File: src/rtl/vga_timing_pkg.sv
// ----------------------------------------------------------------------------
// vga_timing_pkg
//   Shared timing constants and helpers for the VGA raster scan engine.
//   - DEF_* localparams: 640x480@60 timing (pixels / lines).
//   - COLOUR_BLACK / COLOUR_WHITE: 8-bit colour constants.
//   - cnt_t: 16-bit unsigned scan counter type.
//   - h_total() / v_total(): line / frame lengths from the four timing
//     segments, evaluated at elaboration time.
// ----------------------------------------------------------------------------
package vga_timing_pkg;

    localparam int CNT_W = 16;
    typedef logic [CNT_W-1:0] cnt_t;

    // 640x480@60 timing.
    localparam int DEF_H_ACTIVE = 640;
    localparam int DEF_H_FP     = 16;
    localparam int DEF_H_SYNC   = 96;
    localparam int DEF_H_BP     = 48;
    localparam int DEF_V_ACTIVE = 480;
    localparam int DEF_V_FP     = 10;
    localparam int DEF_V_SYNC   = 2;
    localparam int DEF_V_BP     = 33;

    localparam logic [7:0] COLOUR_BLACK = 8'h00;
    localparam logic [7:0] COLOUR_WHITE = 8'hFF;

    // Pixels per line, blanking included.
    function automatic int h_total(input int active, input int fp,
                                   input int sync, input int bp);
        return active + fp + sync + bp;
    endfunction

    // Lines per frame, blanking included.
    function automatic int v_total(input int active, input int fp,
                                   input int sync, input int bp);
        return active + fp + sync + bp;
    endfunction

endpackage

File: src/rtl/vga_sync_axis.sv
// ----------------------------------------------------------------------------
// vga_sync_axis
//   One scan axis (horizontal or vertical): a counter that advances on en and
//   wraps TOTAL-1 -> 0, plus decode of the active region, the sync window and
//   one programmable marker position.
// Ports
//   clk      in   1   clock
//   rst_n    in   1   asynchronous active-low reset, counter -> 0
//   en       in   1   advance the counter this clk
//   cnt      out  16  current position
//   active   out  1   cnt < ACTIVE
//   in_sync  out  1   cnt inside [ACTIVE+FP, ACTIVE+FP+SYNC-1]
//   mark_hit out  1   en && cnt == MARK_AT (one-clk strobe)
// ----------------------------------------------------------------------------
module vga_sync_axis
    import vga_timing_pkg::*;
#(
    parameter int ACTIVE  = DEF_H_ACTIVE,
    parameter int FP      = DEF_H_FP,
    parameter int SYNC    = DEF_H_SYNC,
    parameter int BP      = DEF_H_BP,
    parameter int MARK_AT = 0
) (
    input  logic clk,
    input  logic rst_n,
    input  logic en,
    output cnt_t cnt,
    output logic active,
    output logic in_sync,
    output logic mark_hit
);

    localparam int   TOTAL      = h_total(ACTIVE, FP, SYNC, BP);
    localparam cnt_t LAST       = cnt_t'(TOTAL - 1);
    localparam cnt_t ACTIVE_END = cnt_t'(ACTIVE);
    localparam cnt_t SYNC_START = cnt_t'(ACTIVE + FP);
    localparam cnt_t SYNC_END   = cnt_t'(ACTIVE + FP + SYNC);   // exclusive
    localparam cnt_t MARK       = cnt_t'(MARK_AT);

    logic at_last;

    assign at_last  = (cnt == LAST);
    assign active   = (cnt < ACTIVE_END);
    assign in_sync  = (cnt >= SYNC_START) && (cnt < SYNC_END);
    assign mark_hit = en && (cnt == MARK);

    // NOTE: the reset branch clears state asynchronously; every flop here has
    // a defined reset value so the scan always restarts at coordinate 0.
    always_ff @(posedge clk or negedge rst_n) begin
        if (!rst_n) begin
            cnt <= '0;
        end else if (en) begin
            cnt <= at_last ? '0 : cnt + 1'b1;
        end
    end

endmodule

File: src/rtl/vga_scan_controller.sv
// ----------------------------------------------------------------------------
// vga_scan_controller
//   Raster scan engine. Presents scan coordinates to a combinational pixel
//   generator, samples the returned colour one pixel tick later and drives the
//   VGA pins with rgb aligned to the (equally delayed) syncs. Emits a one-clk
//   frameTick as the last visible line ends, so game state can update during
//   vertical blanking.
// Ports
//   clk        in   1   system clock
//   rst_n      in   1   asynchronous active-low reset
//   pixelIn    in   8   colour for the current nextX/nextY
//   nextX      out  16  scan column (0..H_TOTAL-1)
//   nextY      out  16  scan row (0..V_TOTAL-1)
//   rgb        out  8   registered pixel, black outside the active area
//   hsync_n    out  1   registered horizontal sync, active low
//   vsync_n    out  1   registered vertical sync, active low
//   de         out  1   rgb carries a visible pixel
//   frameTick  out  1   one-clk pulse at entry to vertical blanking
// ----------------------------------------------------------------------------
module vga_scan_controller
    import vga_timing_pkg::*;
#(
    parameter int PIXEL_DIV = 2,
    parameter int H_ACTIVE  = DEF_H_ACTIVE,
    parameter int H_FP      = DEF_H_FP,
    parameter int H_SYNC    = DEF_H_SYNC,
    parameter int H_BP      = DEF_H_BP,
    parameter int V_ACTIVE  = DEF_V_ACTIVE,
    parameter int V_FP      = DEF_V_FP,
    parameter int V_SYNC    = DEF_V_SYNC,
    parameter int V_BP      = DEF_V_BP
) (
    input  logic        clk,
    input  logic        rst_n,
    input  logic [7:0]  pixelIn,
    output logic [15:0] nextX,
    output logic [15:0] nextY,
    output logic [7:0]  rgb,
    output logic        hsync_n,
    output logic        vsync_n,
    output logic        de,
    output logic        frameTick
);

    localparam int H_TOTAL = h_total(H_ACTIVE, H_FP, H_SYNC, H_BP);

    // A single-bit divider still works for PIXEL_DIV=1: it stays at 0, which
    // equals DIV_LAST, so every clk is a pixel tick.
    localparam int                DIV_W    = (PIXEL_DIV > 1) ? $clog2(PIXEL_DIV) : 1;
    localparam logic [DIV_W-1:0]  DIV_LAST = DIV_W'(PIXEL_DIV - 1);

    logic [DIV_W-1:0] div_cnt;
    logic             tick;

    cnt_t h_cnt;
    cnt_t v_cnt;
    logic h_active;
    logic v_active;
    logic h_in_sync;
    logic v_in_sync;
    logic h_wrap;       // tick on the last pixel of a line
    logic frame_end;    // h_wrap on the last visible line
    logic active1;

    assign tick = (div_cnt == DIV_LAST);

    // NOTE: sequential state uses non-blocking assignments so each flop sees
    // pre-edge values of the others, independent of block ordering.
    always_ff @(posedge clk or negedge rst_n) begin
        if (!rst_n) begin
            div_cnt <= '0;
        end else begin
            div_cnt <= tick ? '0 : div_cnt + 1'b1;
        end
    end

    // Horizontal axis: its marker is the last pixel of the line, which both
    // wraps the column and steps the row.
    vga_sync_axis #(
        .ACTIVE  (H_ACTIVE),
        .FP      (H_FP),
        .SYNC    (H_SYNC),
        .BP      (H_BP),
        .MARK_AT (H_TOTAL - 1)
    ) u_h_axis (
        .clk      (clk),
        .rst_n    (rst_n),
        .en       (tick),
        .cnt      (h_cnt),
        .active   (h_active),
        .in_sync  (h_in_sync),
        .mark_hit (h_wrap)
    );

    // Vertical axis: steps once per line; its marker is the last visible
    // line, so mark_hit fires exactly once per frame as that line ends.
    vga_sync_axis #(
        .ACTIVE  (V_ACTIVE),
        .FP      (V_FP),
        .SYNC    (V_SYNC),
        .BP      (V_BP),
        .MARK_AT (V_ACTIVE - 1)
    ) u_v_axis (
        .clk      (clk),
        .rst_n    (rst_n),
        .en       (h_wrap),
        .cnt      (v_cnt),
        .active   (v_active),
        .in_sync  (v_in_sync),
        .mark_hit (frame_end)
    );

    assign nextX   = h_cnt;
    assign nextY   = v_cnt;
    assign active1 = h_active && v_active;

    // Stage 2: colour and syncs share one register stage, so they stay
    // aligned pixel for pixel.
    always_ff @(posedge clk or negedge rst_n) begin
        if (!rst_n) begin
            rgb     <= COLOUR_BLACK;
            de      <= 1'b0;
            hsync_n <= 1'b1;
            vsync_n <= 1'b1;
        end else if (tick) begin
            rgb     <= active1 ? pixelIn : COLOUR_BLACK;
            de      <= active1;
            hsync_n <= ~h_in_sync;
            vsync_n <= ~v_in_sync;
        end
    end

    // Loaded every clk so the pulse lasts one clk regardless of PIXEL_DIV.
    always_ff @(posedge clk or negedge rst_n) begin
        if (!rst_n) begin
            frameTick <= 1'b0;
        end else begin
            frameTick <= frame_end;
        end
    end

endmodule

File: config.mk
export PLATFORM = sky130hd
export DESIGN_NAME = vga_scan_controller
export DESIGN_NICKNAME = d
export VERILOG_FILES = /design/src/rtl/vga_timing_pkg.sv /design/src/rtl/vga_sync_axis.sv /design/src/rtl/vga_scan_controller.sv
export SDC_FILE = /design/constraint.sdc
export NUM_CORES = 1
export LEC_CHECK = 0
export CORE_ASPECT_RATIO = 0.8
export CORE_UTILIZATION = 49
export CTS_CLUSTER_SIZE = 12
export DETAILED_ROUTE_END_ITERATION = 8
export HOLD_SLACK_MARGIN = 0.05
export PLACE_DENSITY_LB_ADDON = 0.08
export SLEW_MARGIN = 20
export SYNTH_ARGS = -nofsm -noshare
export SYNTH_HDL_FRONTEND = slang
export SYNTH_HIERARCHICAL = 1
export SYNTH_SLANG_ARGS = --single-unit
export TNS_END_PERCENT = 50
File: constraint.sdc
create_clock -name clk -period 2.3 [get_ports clk]
set_input_delay 0.23 -clock clk [delete_from_list [all_inputs] [get_ports clk]]
set_output_delay 0.23 -clock clk [all_outputs]
set_load 0.05 [all_outputs]
======== Yosys cells after proc, flatten, opt, wreduce, memory -nomap -nowiden ========
Index checks and enable logic that the tools add are counted.
cells by class
  $add $sub $neg .......................... 3
  equality and inequality tests ........... 3
  $lt $le $gt $ge ......................... 6
  $mul .................................... 0
  reduce and logical (&&, ||, !) cells .... 5
  bitwise logic cells ..................... 2
  mux-type cells .......................... 4
  div/mod/pow operators ................... 0
  shifts and indexed selects .............. 0
operators by type and width
  kind                                                                                   count
  16-bit by 1-bit adder with 16-bit output, second input constant                        2
  16-bit by 10-bit equality test with 1-bit output, second input constant                2
  16-bit by 10-bit < comparator with 1-bit output, second input constant                 2
  16-bit by 9-bit < comparator with 1-bit output, second input constant                  2
  16-bit 2-to-1 mux                                                                      2
  16-bit by 9-bit equality test with 1-bit output, second input constant                 1
  16-bit by 10-bit greater-or-equal comparator with 1-bit output, second input constant  1
  16-bit by 9-bit greater-or-equal comparator with 1-bit output, second input constant   1
  8-bit 2-to-1 mux                                                                       1
  1-bit logical AND                                                                      5
  1-bit inverter                                                                         2
  1-bit adder, second input constant                                                     1
  1-bit 2-to-1 mux                                                                       1
word-level totals
  input bits .............................. 10
  word-level logic and storage cells ...... 31
  RAM bits ................................ 0
  output and inout bits ................... 44
  latch bits .............................. 0
  memory bits (read-only) ................. 0
  flip-flop bits (word level) ............. 45
  memories ................................ 0

======== Longest topological paths before layout ========
  word-level depth ........................ 3
  gate-level depth with buffers ........... 9
  gate-level depth less buffers ........... 7

======== Modules after synthesis ========
Netlist, hierarchy kept.
modules (own cells, without submodules)
  module                     cells an instance  times used  area an instance (µm²)
  vga_sync_axis at u_h_axis  89                 1           875.8
  vga_sync_axis at u_v_axis  83                 1           843.3
  vga_scan_controller        39                 1           553.0

======== Worst setup path before layout ========
Ideal clock, no wire load.
  path kind ............................... flip-flop to flip-flop
  from .................................... register u_h_axis.cnt[4]
  to ...................................... register u_v_axis.cnt[13]
  setup time .............................. 0.142 ns
  path slack .............................. -0.030 ns
  data arrival time ....................... 2.188 ns
  period minus slack after synthesis ...... 2.330 ns
  cell stages (with the launch flop) ...... 10
  cells stage by stage .................... dfrtp_1 -> buf_2 -> nor4b_2 -> nand4_2 -> nor2_1 -> buf_2 -> nand3_1 -> nor3_2 -> nand3_1 -> xnor2_1
between the ends
  cells in the longest elaborated chain, start to end .. 2
ends and longest elaborated chain
  what                                              RTL line                   source
  start: declaration                                vga_sync_axis.sv:27        output cnt_t cnt,
  start signal: assignment                          vga_sync_axis.sv:53        cnt <= at_last ? '0 : cnt + 1'b1;
  16-bit by 10-bit equality test with 1-bit output  vga_sync_axis.sv:45        assign mark_hit = en && (cnt == MARK);
  1-bit logical AND                                 vga_sync_axis.sv:45
  net h_wrap                                        vga_scan_controller.sv:61  logic h_wrap;
  end signal: assignment                            vga_sync_axis.sv:53
  end: declaration                                  vga_sync_axis.sv:27
The timed path passes the listed nets, and every way through them passes these cells.
A chain may end at the register's enable or synchronous reset.

======== Worst setup path after layout ========
  from .................................... register u_h_axis.cnt[14]
  to ...................................... register u_v_axis.cnt[13]
Same word-level chain as after synthesis.

==> metrics.md <==
| Metric | Value |
|---|---|
| Core area | `4310 um2` |
| Endpoints failing setup | `0` |
| Hpwl dp | `3400 um` |
| Row count | `21` |
| Vias in the first global route | `1749` |
| Period utilisation layout | `0.892` |
| Crit Path Category | `flip-flop to flip-flop` |
| Worst-path fanout max | `4` |
| Starting density of the core | `0.527` |
| Place WS | `190 ps` |
| Clk_skew | `7.90 ps` |
| Cell count after synthesis | `211` |
| Worst EP arrival | `2250 ps` |
| Antenna violations before repair | `0` |
| Slew Limit Fails | `0` |
| RSZ-0062 raised after global routing | `false` |
| Overflow after GRT | `0` |
| Total inserted antenna cells | `0` |
| Simple-gate share of the synthesized area | `0.250` |
| First-pass DRT Iterations | `4` |
| Root buf cell | `clkbuf_8` |
| Top_reg_cell synth | `dfrtp_1` |
| Die Span Y | `62.9 um` |
| Layout cells sized above 1 | `0.147` |
| Area Overhead vs Synth | `30.8%` |
| WP data required | `2500 ps` |
| Post-synth EDFFs | `0` |
| Fin area | `2970 um2` |
| DR DRC count | `0` |
| Setup WS post-layout | `247 ps` |
| Postcts setup bufs | `0` |
| Leak pwr | `1.23 nW` |
| Sequential area share after synthesis | `0.497` |
| Met1 usage in global routing | `0.316` |
| Largest net degree at the start of global routing | `46` |
| Largest family of logic cells by synthesized area | `simple AND/OR/NAND/NOR gates` |
| GR Util met2 | `0.323` |
| Peak VDD IR | `338 uV` |
| Slew margin rel. | `0.632` |
| Placed Instances | `320` |
| Fin nets | `285` |
| CTS tree | `yes` |
| IO Pins | `54` |
| PD cells | `465 nW/um2` |
| DP Area | `2870 um2` |
| Top cells by area, synth | `dfrtp_1 (47%), xnor2_1 (6.2%), o2bb2ai_2 (5.3%), nand2_1 (3.8%), xor2_1 (3.1%)` |
| CTS Sinks | `45` |
| Num CTS Buffers | `5` |
| Avg Cell Area, Syn | `10.8 um2` |
| Die area | `4920 um2` |
| Cell variety after synth | `45` |
| Clock buffer depth | `2` |
| #FFs+latches synth | `45` |
| Worst Tran Pin Value | `552 ps` |
| Die width | `78.1 um` |
| First-pass GRT wire length | `8320 um` |
| Input/output buffers | `53` |
| Synthesized area | `2270 um2` |
| Syn Nets | `225` |
| Vias | `1769` |
| Gr busiest metal | `met2` |
| Max_cap viols | `0` |
| Dominant cell type by area after synthesis | `dfrtp_1` |
| Ys async rst share | `1.00` |
| Fillcell total | `344` |
| Synth Warn # | `6` |
| Post-synthesis mux area share | `0.00936` |
| GR Util met3 | `0.0467` |
| Via density per instance | `5.38` |
| Final GP Congestion | `0.845` |
| Total Routing Usage GR | `0.218` |
| Final hold viol count | `0` |
| Crit end category | `flip-flop` |
| Post-DRT Antenna Nets | `0` |
| Post-Synth XOR/XNOR Area | `0.0925` |
| FMAX | `487 MHz` |
| Clock Pin Slew Worst Setup and Hold Paths | `90 ps` |
| Non-filler cells, final | `329` |
| Routed Wire Length | `4790 um` |
| CTS H-tree depth | `2` |
| Drt wl/cell | `14.6 um` |
| Post-synth top area share | `0.474` |
| Synth Area in Compound Gates | `0.0975` |
| Synth Area in Adders | `0.0220` |
| Status | `finished, final reports clean` |
| Iteration-0 DRC Markers | `89` |
| CP Launch Type | `flip-flop` |
| Sum Neg Setup Slack | `0 ps` |
| HP Class | `input port to flip-flop` |
| Crit path time final | `2050 ps` |
| Clock latency on the worst-skew pair | `300 ps` |
critical path, cell delays in order (launching register included):
cell	delay [ps]
dfrtp_1	450
nor4_4	340
nand4_2	180
nor2_1	240
nand3_1	160
nor3_2	280
nand3_1	150
xnor2_1	150
registers in the layout, summed over array words and instances (netlist names):
signal        cells
u_h_axis/cnt     16
u_v_axis/cnt     16
div_cnt           1
vsync_n           1
de                1
rgb               8
frameTick         1
hsync_n           1
cells by family (layout without fill, tap and decap cells):
logic type | Yosys count | count (layout)
simple gates | 97 | 97
flops | 45 | 45
compound gates | 24 | 24
xor+xnor | 24 | 24
buf+inv | 15 | 76
fa+ha+maj | 4 | 4
mux | 2 | 2
layout make-up:
type | count | area, um2 | share of cell area
clock buffer | 5 | 68.8 | 0.0232
clock inverter | 3 | 21.3 | 0.00716
inverter | 9 | 33.8 | 0.0114
multi-input combinational | 151 | 1070 | 0.361
sequential | 45 | 1130 | 0.380
tap | 57 | 71.3 | 0.0240
timing repair buffer | 59 | 573 | 0.193
placed cells by master (no fill, tap or decap), types with 8 or more instances in the layout:
cell and count:
clkdlybuf4s50_1 52, xor2_1 8, nand3_1 13, nand2_1 23, xnor2_1 16, o2bb2ai_2 8
inv_1 8, nor2_1 12, nand4_1 9, dfrtp_1 42
synthesized netlist by cell type (2+ instances only):
cell type / count
a21oi_1: 3
and2_1: 3
and3_1: 4
and3_2: 2
buf_2: 3
dfrtp_1: 43
dfstp_2: 2
ha_1: 4
inv_1: 8
nand2_1: 23
nand2b_1: 5
nand3_1: 13
nand3b_1: 2
nand4_1: 9
nor2_1: 13
nor3_1: 5
nor4_4: 2
o21ai_0: 6
o21ai_2: 2
o22ai_1: 2
o2bb2ai_2: 8
or3_1: 4
xnor2_1: 16
xor2_1: 8
per-stage QoR:
step	hold slack, ps	power, mW	util
CTS	467	1.40	0.689
floorplan	-65.6	0.853	-
finish	473	1.38	0.690
global route	478	1.44	0.690
global placement	348	0.900	0.666
detailed placement	350	0.900	0.666
metal layers:
layer / wire length, um / vias up
met1: 2350 / 847
met4: 45 / 0
met5: 0 / -
met3: 267 / 4
met2: 2120 / 56
li1: - / 862
report_power, final:
part / internal, mW / switching (mW)
sequential: 0.798 / 0.00484
clock: 0.216 / 0.282
combinational: 0.0313 / 0.0498
total: 1.04 / 0.337
timing repair:
action,in CTS,in global routing
endpoints found under the hold margin,43,0
resized for setup,0,1
hold buffers,1,0
endpoints found under the setup margin,0,1
worst paths after layout:
path / slack, ps / start / endpoint / cells past startpoint
worst min-delay path: 470 / pixelIn[2] / rgb[2] / 3
worst min register to register: 490 / rgb[3] / rgb[3] / 1
worst max-delay path: 250 / u_h_axis/cnt[14] / u_v_axis/cnt[13] / 7
min in group asynchronous: 520 / rst_n / u_v_axis/cnt[6] / 3
worst max register to register: 250 / u_h_axis/cnt[14] / u_v_axis/cnt[13] / 7
max in group asynchronous: 1360 / rst_n / u_h_axis/cnt[4] / 3
Note: power is estimated with default switching activity, not from simulation.
==> edit, RTL diff (same flow settings) <==
Change the parameter `PIXEL_DIV` from 2 to 8.
--- a/src/rtl/vga_scan_controller.sv
+++ b/src/rtl/vga_scan_controller.sv
@@ -20,7 +20,7 @@
 module vga_scan_controller
     import vga_timing_pkg::*;
 #(
-    parameter int PIXEL_DIV = 2,
+    parameter int PIXEL_DIV = 8,
     parameter int H_ACTIVE  = DEF_H_ACTIVE,
     parameter int H_FP      = DEF_H_FP,
     parameter int H_SYNC    = DEF_H_SYNC,
Check against the original RTL: not equivalent (a bounded check fails within 4 cycles, from zero or initial values and one cycle with rst_n low).
==> edit against the original RTL <==
Total power is 0.72% higher; wire length grew 3.1%; worst setup slack lost 0.080 ns; synthesized cell count grew 6.6%; largest power group unchanged; first-iteration DRC count increased by 27%; design area up 4.1%; count of clock-buffer cells in the layout up 2; synthesized area up 4.6%; sequential cell count up 2.
==> edit: results <==
export IMPL_gp_congestion=0.791
export IMPL_met3_length_um=265
export IMPL_dpl_cell_count=339
export IMPL_layout_drive_gt1_share_pct=13.5
export IMPL_nNonClkBuffers=61
export IMPL_nets=304
export IMPL_multi_input_cells=153
export IMPL_multi_input_area_share_pct=35.5
export IMPL_p_per_area_nw_per_um2=450
export IMPL_swShare_pct=22.3
export IMPL_p_leak_nw=1.38
export IMPL_worst_pin_slew_ns=0.961
export IMPL_finClkSkew_ns=0.00459
export IMPL_wl_met1_um=2530
export IMPL_p_switching_mw=0.311
export IMPL_clockBufferCount=7
export IMPL_met1_usage_pct=32.0
export IMPL_grt_max_degree=30
export IMPL_r2r_setup_slack_ns=0.17
export IMPL_fp_dieArea_um2=5140
export IMPL_hold_end="div_cnt[0]$_DFF_PN0_"
export IMPL_nonClkBufAreaFrac_pct=19.0
export IMPL_avgSynthCellArea_um2=10.6
export IMPL_status="completed"
export IMPL_yosys_top_cells_area="dfrtp_1 (47%), xnor2_1 (5.9%), o22ai_2 (4.2%), ha_1 (3.7%), nand2_1 (3.6%)"
export IMPL_holdCritPathClass="reg -> reg"
export IMPL_clk_share_pct=2.63
export IMPL_synthTopCellsByCount="dfrtp_1 (45), nand2_1 (23), inv_1 (19)"
export IMPL_synth_fa_ha_area_share_pct=3.68
export IMPL_inv_count=19
export IMPL_hold_start="div_cnt[0]$_DFF_PN0_"
export IMPL_hold_ws_ns=0.450
export IMPL_seq_power_mw=0.836
export IMPL_reg2reg_from="div_cnt[0]$_DFF_PN0_"
export IMPL_powerClk_mw=0.470
export IMPL_dp_final_hpwl_um=3650
export IMPL_sh_seq_area_pct=38.1
export IMPL_synth_distinct_cells=44
export IMPL_grt_busiest_layer="met1"
export IMPL_wl_per_cell_um=14.2
export IMPL_wl_met2_um=2100
export IMPL_syn_nets=242
export IMPL_reg2reg_to="u_v_axis/cnt[7]$_DFFE_PN0P_"
export IMPL_hold_depth=1
export IMPL_ir_worst_vdd_v=0.000342
export IMPL_grtUsageMet3_pct=4.71
export IMPL_cts_num_sinks=47
export IMPL_synth_compound_area_share_pct=7.89
export IMPL_max_stage_delay_ns=0.37
export IMPL_pre_cts_slack_ns=0.0947
export IMPL_synth_seq_area_share_pct=49.6
export IMPL_synthXorXnorAreaFrac_pct=8.84
[edit: how the worst max path moves through the flow]
stage	startpoint	endpoint	slack, ns	cells after the start
after floorplan	u_h_axis/cnt[14]$_DFFE_PN0P_	u_v_axis/cnt[13]$_DFFE_PN0P_	0.06	8
after global routing	div_cnt[0]$_DFF_PN0_	u_v_axis/cnt[7]$_DFFE_PN0P_	-0.004	9
after CTS	u_h_axis/cnt[14]$_DFFE_PN0P_	u_v_axis/cnt[10]$_DFFE_PN0P_	0.07	7
final	div_cnt[0]$_DFF_PN0_	u_v_axis/cnt[7]$_DFFE_PN0P_	0.17	9
after detailed placement	u_h_axis/cnt[14]$_DFFE_PN0P_	u_v_axis/cnt[10]$_DFFE_PN0P_	0.09	7
after global placement	u_h_axis/cnt[14]$_DFFE_PN0P_	u_v_axis/cnt[10]$_DFFE_PN0P_	0.18	7
[edit: what timing repair did]
action                                 4_1_cts  5_1_grt
resized for setup                            0        3
setup endpoints to repair                    0        8
endpoints found under the hold margin       25        0
hold buffers                                 1        0
